`src/rtl/rect_pos_ctl.sv`:
```
// rect_pos_ctl: frame-synchronous rectangle position register, loaded once per vblank rise.
// Define RECT_BOUNCE_EN to compile in autonomous bounce mode (mode=1); otherwise follow mode only.
module rect_pos_ctl #(
    parameter int W     = 48,
    parameter int H     = 64,
    parameter int SCR_W = 800,
    parameter int SCR_H = 600,
    parameter int STEP  = 2
) (
    input  logic        clk,
    input  logic        rst,
    input  logic        vblnk,
    input  logic        mode,
    input  logic        req_valid,
    input  logic [11:0] req_x,
    input  logic [11:0] req_y,
    output logic [11:0] x,
    output logic [11:0] y,
    output logic        upd
);
    localparam logic [1:0]  ACTIVE = 2'd0;
    localparam logic [1:0]  UPDATE = 2'd1;
    localparam logic [1:0]  BLANK  = 2'd2;
    localparam logic [11:0] XMAX   = 12'(SCR_W - W);
    localparam logic [11:0] YMAX   = 12'(SCR_H - H);

    logic [1:0]  r_state;
    logic        r_vblnk_q;
    logic        r_armed;
    logic [11:0] r_px;
    logic [11:0] r_py;
    logic        w_evt;
    logic [1:0]  w_state_nxt;
    logic [11:0] w_fx;
    logic [11:0] w_fy;
    logic [11:0] w_nx;
    logic [11:0] w_ny;

    // r_armed blocks a frame event until vblnk has been seen low since reset
    assign w_evt = (r_state == ACTIVE) && vblnk && !r_vblnk_q && r_armed;
    assign w_fx  = (r_px > XMAX) ? XMAX : r_px;
    assign w_fy  = (r_py > YMAX) ? YMAX : r_py;

    always_comb begin
        w_state_nxt = (r_state == ACTIVE) ? (w_evt ? UPDATE : ACTIVE) :
                      (r_state == UPDATE) ? BLANK :
                      (r_state == BLANK)  ? (vblnk ? BLANK : ACTIVE) : ACTIVE;
    end

`ifdef RECT_BOUNCE_EN
    logic        r_dx;
    logic        r_dy;
    logic [12:0] w_bx;
    logic [12:0] w_by;

    // returns {next_dir, next_pos}
    function automatic logic [12:0] bounce(input logic [11:0] p, input logic d, input logic [11:0] mx);
        logic [12:0] s;
        s = {1'b0, p} + 13'(STEP);
        if (d && s >= {1'b0, mx}) return {1'b0, mx};
        if (!d && p <= 12'(STEP)) return {1'b1, 12'd0};
        return {d, d ? s[11:0] : p - 12'(STEP)};
    endfunction

    assign w_bx = bounce(x, r_dx, XMAX);
    assign w_by = bounce(y, r_dy, YMAX);
    assign w_nx = mode ? w_bx[11:0] : w_fx;
    assign w_ny = mode ? w_by[11:0] : w_fy;

    always_ff @(posedge clk) begin
        if (rst) begin
            r_dx <= 1'b1;
            r_dy <= 1'b1;
        end else if (r_state == UPDATE && mode) begin
            r_dx <= w_bx[12];
            r_dy <= w_by[12];
        end
    end
`else
    logic w_unused;
    assign w_unused = mode;
    assign w_nx     = w_fx;
    assign w_ny     = w_fy;
`endif

    always_ff @(posedge clk) begin
        if (rst) begin
            r_state   <= ACTIVE;
            r_vblnk_q <= 1'b0;
            r_armed   <= 1'b0;
            r_px      <= 12'd0;
            r_py      <= 12'd0;
            x         <= 12'd0;
            y         <= 12'd0;
            upd       <= 1'b0;
        end else begin
            r_state   <= w_state_nxt;
            r_vblnk_q <= vblnk;
            r_armed   <= r_armed | ~vblnk;
            upd       <= (r_state == UPDATE);
            if (req_valid) begin
                r_px <= req_x;
                r_py <= req_y;
            end
            if (r_state == UPDATE) begin
                x <= w_nx;
                y <= w_ny;
            end
        end
    end
endmodule
```
`config.mk`:
```
export PLATFORM = sky130hd
export DESIGN_NAME = rect_pos_ctl
export DESIGN_NICKNAME = d
export VERILOG_FILES = /design/src/rtl/rect_pos_ctl.sv
export SDC_FILE = /design/constraint.sdc
export NUM_CORES = 1
export LEC_CHECK = 0
export ABC_AREA = 0
export CAP_MARGIN = 20
export CORE_ASPECT_RATIO = 1.1
export CORE_MARGIN = 2
export CORE_UTILIZATION = 50
export CTS_CLUSTER_DIAMETER = 50
export CTS_CLUSTER_SIZE = 14
export DETAILED_ROUTE_END_ITERATION = 6
export PLACE_DENSITY = 0.81
export SLEW_MARGIN = 30
export SYNTH_ARGS = -nofsm -noshare
export SYNTH_HDL_FRONTEND = slang
export SYNTH_SLANG_ARGS = --single-unit
```
`constraint.sdc`:
```
create_clock -name clk -period 2.83 [get_ports clk]
set_input_delay 0.566 -clock clk [delete_from_list [all_inputs] [get_ports clk]]
set_output_delay 0.566 -clock clk [all_outputs]
set_load 0.1 [all_outputs]
```
# Word-level counts from Yosys, hierarchy flattened
# Cells that the tools add are included.
# totals
register_bits	53
in_bits	29
out_inout_bits	25
# op_classes
n_lt_le_gt_ge	2
eq_ne	2
mux	7
n_bitwise	2
n_reduce_logical	5
# ops
operator	n
$gt A12 B10 Y1 const B	2
$mux W12	2
$mux W2	4
$logic_and A1 B1 Y1	3
$eq A2 B1 Y1 const B	1
$eq A2 B2 Y1 const B	1
$logic_not A2 Y1	1
$logic_not A1 Y1	1
$mux W1	1
$not A1 Y1	1
$or A1 B1 Y1	1

# Logic depth before layout (Yosys ltp)
# Gate-level depths: netlist of run 1.
# logic_depth
ltp_word	6
depth_mapped	5
ltp_nobuf	3

# Worst setup path after synthesis of run 1
# No wires, ideal clock.
# synth_timing
path_kind	reg2out
from	reg y[0]
to	out y[0]
arrival_ns	0.925
path_slack_ns	1.339
stages_incl_launch_ff	1
n_path_buf	0
cell_sequence	dfxtp_1
# synth_lines
element	line_no	rtl
start: declaration	18	output logic [11:0] y,
start signal: assignment	107	y <= w_ny;
# No word-level cell between the ends.

==> results of run 1 <==
[power by group]
group          switching, mW  internal [mW]  leakage, nW
registers             0.0215          0.774        0.433
clock network          0.242          0.351       0.0681
logic                 0.0989         0.0762        0.585
total                  0.363           1.20         1.09
[how the worst max path moves through the flow]
| stage | endpoint | slack [ns] | cells after the start | startpoint |
|---|---|---|---|---|
| 2_1_floorplan | y[0] | 1.34 | 0 | y[0]$_SDFFE_PP0P_ |
| 3_3_place_gp | x[0]$_SDFFE_PP0P_ | 0.92 | 3 | rst |
| 3_5_place_dp | x[2]$_SDFFE_PP0P_ | 0.87 | 3 | rst |
| 4_1_cts | y[5]$_SDFFE_PP0P_ | 1.19 | 3 | rst |
| 5_1_grt | y[5]$_SDFFE_PP0P_ | 1.10 | 3 | rst |
| 6_report | y[5]$_SDFFE_PP0P_ | 1.21 | 3 | rst |
[layer usage]
layer,routed length (µm),vias to the layer above
met5,0,-
met4,95,0
met3,242,9
met2,1990,43
met1,1680,679
li1,-,685
[worst max-delay path, stage by stage]
cell and delay, ns:
clkdlybuf4s50_1 0.45, nor2_1 0.59, a22o_1 0.26
[cells in the final DEF, fill, tap and decap left out, types with 2 or more instances in the layout]
master,instances
clkbuf_8,5
clkdlybuf4s50_1,27
a32o_1,3
nor2_1,28
mux2i_1,24
a21oi_1,5
o221a_1,5
dfxtp_1,53
and3_1,4
a22o_1,8
inv_1,4
buf_4,28
bufinv_16,2
[cell families (layout without fill, tap and decap cells)]
family                 Yosys count  in the layout  share of synthesized area
and+or+nand+nor                 44             44                      0.123
muxes                           24             24                      0.129
AOI/OAI and AO/OA               29             29                      0.144
DFF                             53             53                      0.569
buffers and inverters           15             67                     0.0349
[through the flow]
step                total power, mW  cells
floorplan                     0.923    165
global placement              0.982    259
detailed placement            0.988    259
CTS                            1.57    267
global route                   1.62    267
finish                         1.56    267
[state kept, by name, summed over array words and instances, names as in the netlist]
signal and count:
r_px 12, r_py 12, x 12, y 12, r_state 2, r_armed 1, r_vblnk_q 1, upd 1
[final cells by class]
| class | instances | area (µm²) |
|---|---|---|
| fillers | 300 | 1110 |
| flip-flops and latches | 53 | 1060 |
| multi-input cells | 97 | 738 |
| repair buffers | 55 | 480 |
| clock buffers | 5 | 68.8 |
| clock inverters | 3 | 65.1 |
| well taps | 50 | 62.6 |
| inverters | 4 | 15.0 |
==> flow_metrics.env, run 1 <==
export IMPL_ys_warnings_count=0
export IMPL_postCtsHoldBufs=0
export IMPL_fin_area_um2=2490
export IMPL_synth_top_area_frac=0.569
export IMPL_grt_pass1_wl_mm=6.82
export IMPL_vias=1416
export IMPL_grt_use_total=0.211
export IMPL_synth_top_area_cell="dfxtp_1"
export IMPL_grt_overflow=0
export IMPL_cts_buffer_depth=2
export IMPL_grt_use_met2=0.368
export IMPL_hold_path_class="register to register"
export IMPL_setup_violations=0
export IMPL_fin_util=0.693
export IMPL_avgSynthCellArea_um2=11.3
export IMPL_place_congestion=0.762
export IMPL_synth_seq_area_share=0.569
export IMPL_max_freq_mhz=619
export IMPL_synthArstFlopShare=0
export IMPL_first_global_vias=1466
export IMPL_clkTransAtPathRegs_ns=0.09
export IMPL_worstReg2RegStart="r_state[0]$_SDFF_PP0_"
export IMPL_initial_core_util=0.518
export IMPL_synthTopCellsByCount="dfxtp_1, nor2_1, mux2i_1"
export IMPL_grt_max_degree=25
export IMPL_tns_ns=0
export IMPL_synth_edf_count=0
export IMPL_ant_nets=0
export IMPL_cp_end_kind="register"
export IMPL_vias_per_cell=5.30
export IMPL_netlist_area_um2=1860
export IMPL_slew_headroom=0.514
export IMPL_fin_nets=245
export IMPL_cts_sinks=53
export IMPL_min_period_ns=1.62
export IMPL_outcome="complete, no violations"
export IMPL_skew_ns=0.00623
export IMPL_drv_cap=0
export IMPL_ys_types=31
export IMPL_p_leak_nw=1.09
export IMPL_hp_start="r_armed$_SDFF_PP0_"
export IMPL_ir_drop_mv=0.528
export IMPL_place_area_um2=2360
export IMPL_place_port_buffers=52
export IMPL_synth_flop_cell="dfxtp_1"
export IMPL_busiest_layer="met2"
export IMPL_fin_hold_ws_ns=0.452
export IMPL_hold_violations=0
export IMPL_die_x_um=62.2
export IMPL_p_per_area_nw_per_um2=628
export IMPL_tightest_slew_ns=0.727
export IMPL_cts_repair_resized=0
export IMPL_start_kind="input port"
export IMPL_r2r_end="y[5]$_SDFFE_PP0P_"
export IMPL_grtUsageMet3=0.0691
export IMPL_drive_above_1_share=0.194
export IMPL_drt_pass1_iter_count=4
export IMPL_rsz0062_at_grt="no"
export IMPL_synthCells=165
export IMPL_wirelength_mm=4.01
export IMPL_drtIter0Drc=51
export IMPL_pre_cts_slack_ns=0.874
export IMPL_die_h_um=68.0
export IMPL_hpwl_mm=2.87
export IMPL_yosysMostFrequentCell="dfxtp_1"
export IMPL_antenna_found_initial=0
export IMPL_crit_type="input port to register"
export IMPL_ys_ff_latch=53
export IMPL_wl_per_cell_um=15.0
export IMPL_finalCritPeriodShare=0.571
export IMPL_cts_buffers_inserted=5
export IMPL_r2r_setup_slack_ns=1.29
export IMPL_min_to="r_armed$_SDFF_PP0_"
export IMPL_cts_setup_buffers=0
export IMPL_cts_root_buf="clkbuf_8"
export IMPL_worstSkewPairLatency_ns=0.31
export IMPL_core_area_um2=3600
export IMPL_num_rows=23
export IMPL_fin_ws_ns=1.21
export IMPL_num_antenna_cells=0
export IMPL_worst_path_max_fanout=11
export IMPL_pin_count=54
export IMPL_die_area_um2=4230
export IMPL_area_growth_pct=33.6
export IMPL_worstPathArrival_ns=1.87
export IMPL_syn_nets=194
export IMPL_slew_violations=0
export IMPL_ctsHtreeMaxLevel=2
export IMPL_use_met1=0.239
export IMPL_drc=0
export IMPL_synthTopCellsByArea="dfxtp_1, mux2i_1, nor2_1"
export IMPL_tritoncts="yes"
export IMPL_required_ns=3.08
export IMPL_rr_worst_depth=3
export IMPL_whs_path_depth=2
Power figures use the tool's default switching activity.
==> run 2: changes to the inputs <==
--- a/config.mk
+++ b/config.mk
@@ -9,11 +9,11 @@
 export CAP_MARGIN = 20
 export CORE_ASPECT_RATIO = 1.1
 export CORE_MARGIN = 2
-export CORE_UTILIZATION = 50
+export CORE_UTILIZATION = 46
 export CTS_CLUSTER_DIAMETER = 50
 export CTS_CLUSTER_SIZE = 14
 export DETAILED_ROUTE_END_ITERATION = 6
-export PLACE_DENSITY = 0.81
+export PLACE_DENSITY = 0.75
 export SLEW_MARGIN = 30
 export SYNTH_ARGS = -nofsm -noshare
 export SYNTH_HDL_FRONTEND = slang
==> constraint.sdc (replaced) <==
create_clock -name clk -period 1.6 [get_ports clk]
set_input_delay 0.32 -clock clk [delete_from_list [all_inputs] [get_ports clk]]
set_output_delay 0.32 -clock clk [all_outputs]
set_load 0.1 [all_outputs]
==> flow_metrics.env, run 2 (synthesis results as in run 1) <==
export IMPL_drtIter0Drc=67
export IMPL_worstReg2RegStart="r_state[0]$_SDFF_PP0_"
export IMPL_cp_end_kind="register"
export IMPL_cts_root_buf="clkbuf_8"
export IMPL_die_h_um=70.8
export IMPL_fin_hold_ws_ns=0.454
export IMPL_worstPathArrival_ns=1.72
export IMPL_grt_max_degree=25
export IMPL_ir_drop_mv=0.725
export IMPL_cts_buffers_inserted=5
export IMPL_postCtsHoldBufs=0
export IMPL_p_total_mw=2.84
export IMPL_fin_nets=248
export IMPL_p_per_area_nw_per_um2=998
export IMPL_num_rows=24
export IMPL_slew_violations=0
export IMPL_cts_buffer_depth=2
export IMPL_hold_path_class="register to register"
export IMPL_crit_path_end="y[7]$_SDFFE_PP0P_"
export IMPL_startpoint="r_state[0]$_SDFF_PP0_"
export IMPL_worst_path_max_fanout=11
export IMPL_p_leak_nw=1.17
export IMPL_rsz0062_at_grt="no"
export IMPL_wl_per_cell_um=15.7
export IMPL_worstSkewPairLatency_ns=0.31
export IMPL_max_freq_mhz=685
export IMPL_grt_use_total=0.204
export IMPL_setup_violations=0
export IMPL_core_area_um2=3930
export IMPL_vias_per_cell=5.33
export IMPL_r2r_end="y[7]$_SDFFE_PP0P_"
export IMPL_r2r_setup_slack_ns=0.14
export IMPL_ctsHtreeMaxLevel=2
export IMPL_ant_nets=0
export IMPL_pin_count=54
export IMPL_mostFrequentLayoutCells="dfxtp_1, nor2_1, clkdlybuf4s50_1, buf_12, mux2i_1"
export IMPL_skew_ns=0.0102
export IMPL_grt_pass1_wl_mm=7.00
export IMPL_vias=1450
export IMPL_fin_area_um2=2850
export IMPL_cts_sinks=53
export IMPL_slew_headroom=0.464
export IMPL_place_congestion=0.761
export IMPL_min_period_ns=1.46
export IMPL_hpwl_mm=3.09
export IMPL_crit_type="register to register"
export IMPL_num_antenna_cells=0
export IMPL_tritoncts="yes"
export IMPL_start_kind="register"
export IMPL_first_global_vias=1492
export IMPL_place_port_buffers=52
export IMPL_tightest_slew_ns=0.802
export IMPL_drc=0
export IMPL_cts_repair_resized=0
export IMPL_drv_cap=0
export IMPL_initial_core_util=0.474
export IMPL_area_growth_pct=52.6
export IMPL_pre_cts_slack_ns=-0.117
export IMPL_fin_util=0.723
export IMPL_finalCritPeriodShare=0.912
export IMPL_required_ns=1.86
export IMPL_grt_overflow=0
export IMPL_drt_pass1_iter_count=4
export IMPL_hold_violations=0
export IMPL_die_area_um2=4580
export IMPL_place_area_um2=2710
export IMPL_drive_above_1_share=0.205
export IMPL_layout_commonest_cell="dfxtp_1"
export IMPL_cts_setup_buffers=0
export IMPL_rr_worst_depth=3
export IMPL_wirelength_mm=4.27
export IMPL_fin_ws_ns=0.140
export IMPL_antenna_found_initial=0
export IMPL_outcome="complete, no violations"
export IMPL_die_x_um=64.7
export IMPL_clkTransAtPathRegs_ns=0.10
==> run 2: layout make-up <==
cell class	count	area (µm²)
tap	52	65.1
fill	290	1090
clock inverter	3	68.8
sequential	53	1060
multi-input combinational	97	738
inverter	4	15.0
clock buffer	5	68.8
timing repair buffer	58	828
==> run 2: power breakdown <==
part           switching, mW  total, mW  internal [mW]  leakage, nW
Combinational          0.179      0.347          0.168        0.673
Sequential            0.0455       1.42           1.37        0.433
Clock                  0.449       1.08          0.629       0.0687
Total                  0.674       2.84           2.17         1.17
==> run 2: stage by stage <==
| step | TNS (ns) | std cells |
|---|---|---|
| 4_1_cts | 0 | 272 |
| 2_1_floorplan | 0 | 165 |
| 3_5_place_dp | -0.893 | 264 |
| 3_3_place_gp | -0.236 | 264 |
| 6_report | 0 | 272 |
| 5_1_grt | 0 | 272 |
==> run 2: how the worst min path moves through the flow <==
stage               cells past startpoint  slack (ns)            endpoint            startpoint
global placement                        2        0.43  r_armed$_SDFF_PP0_    r_armed$_SDFF_PP0_
detailed placement                      2        0.44  r_armed$_SDFF_PP0_    r_armed$_SDFF_PP0_
CTS                                     2        0.46  r_armed$_SDFF_PP0_    r_armed$_SDFF_PP0_
finish                                  2        0.45  r_armed$_SDFF_PP0_    r_armed$_SDFF_PP0_
floorplan                               1        0.41  r_armed$_SDFF_PP0_                 vblnk
global route                            2        0.49   y[3]$_SDFFE_PP0P_  r_py[3]$_SDFFE_PP0P_
==> run 2: critical path, cell delays in order, from the launching register on <==
cell     delay, ns
dfxtp_1       0.35
nor2b_2       0.17
nor2_1        0.61
a22o_1        0.28
==> run 2: routing by layer <==
layer,track usage,wire [µm],vias up,share of wire
met1,0.234,1750,698,0.41
met4,0.0993,95,0,0.022
met5,0,0,-,0
met2,0.338,2170,50,0.51
li1,-,-,692,-
met3,0.0684,252,10,0.059
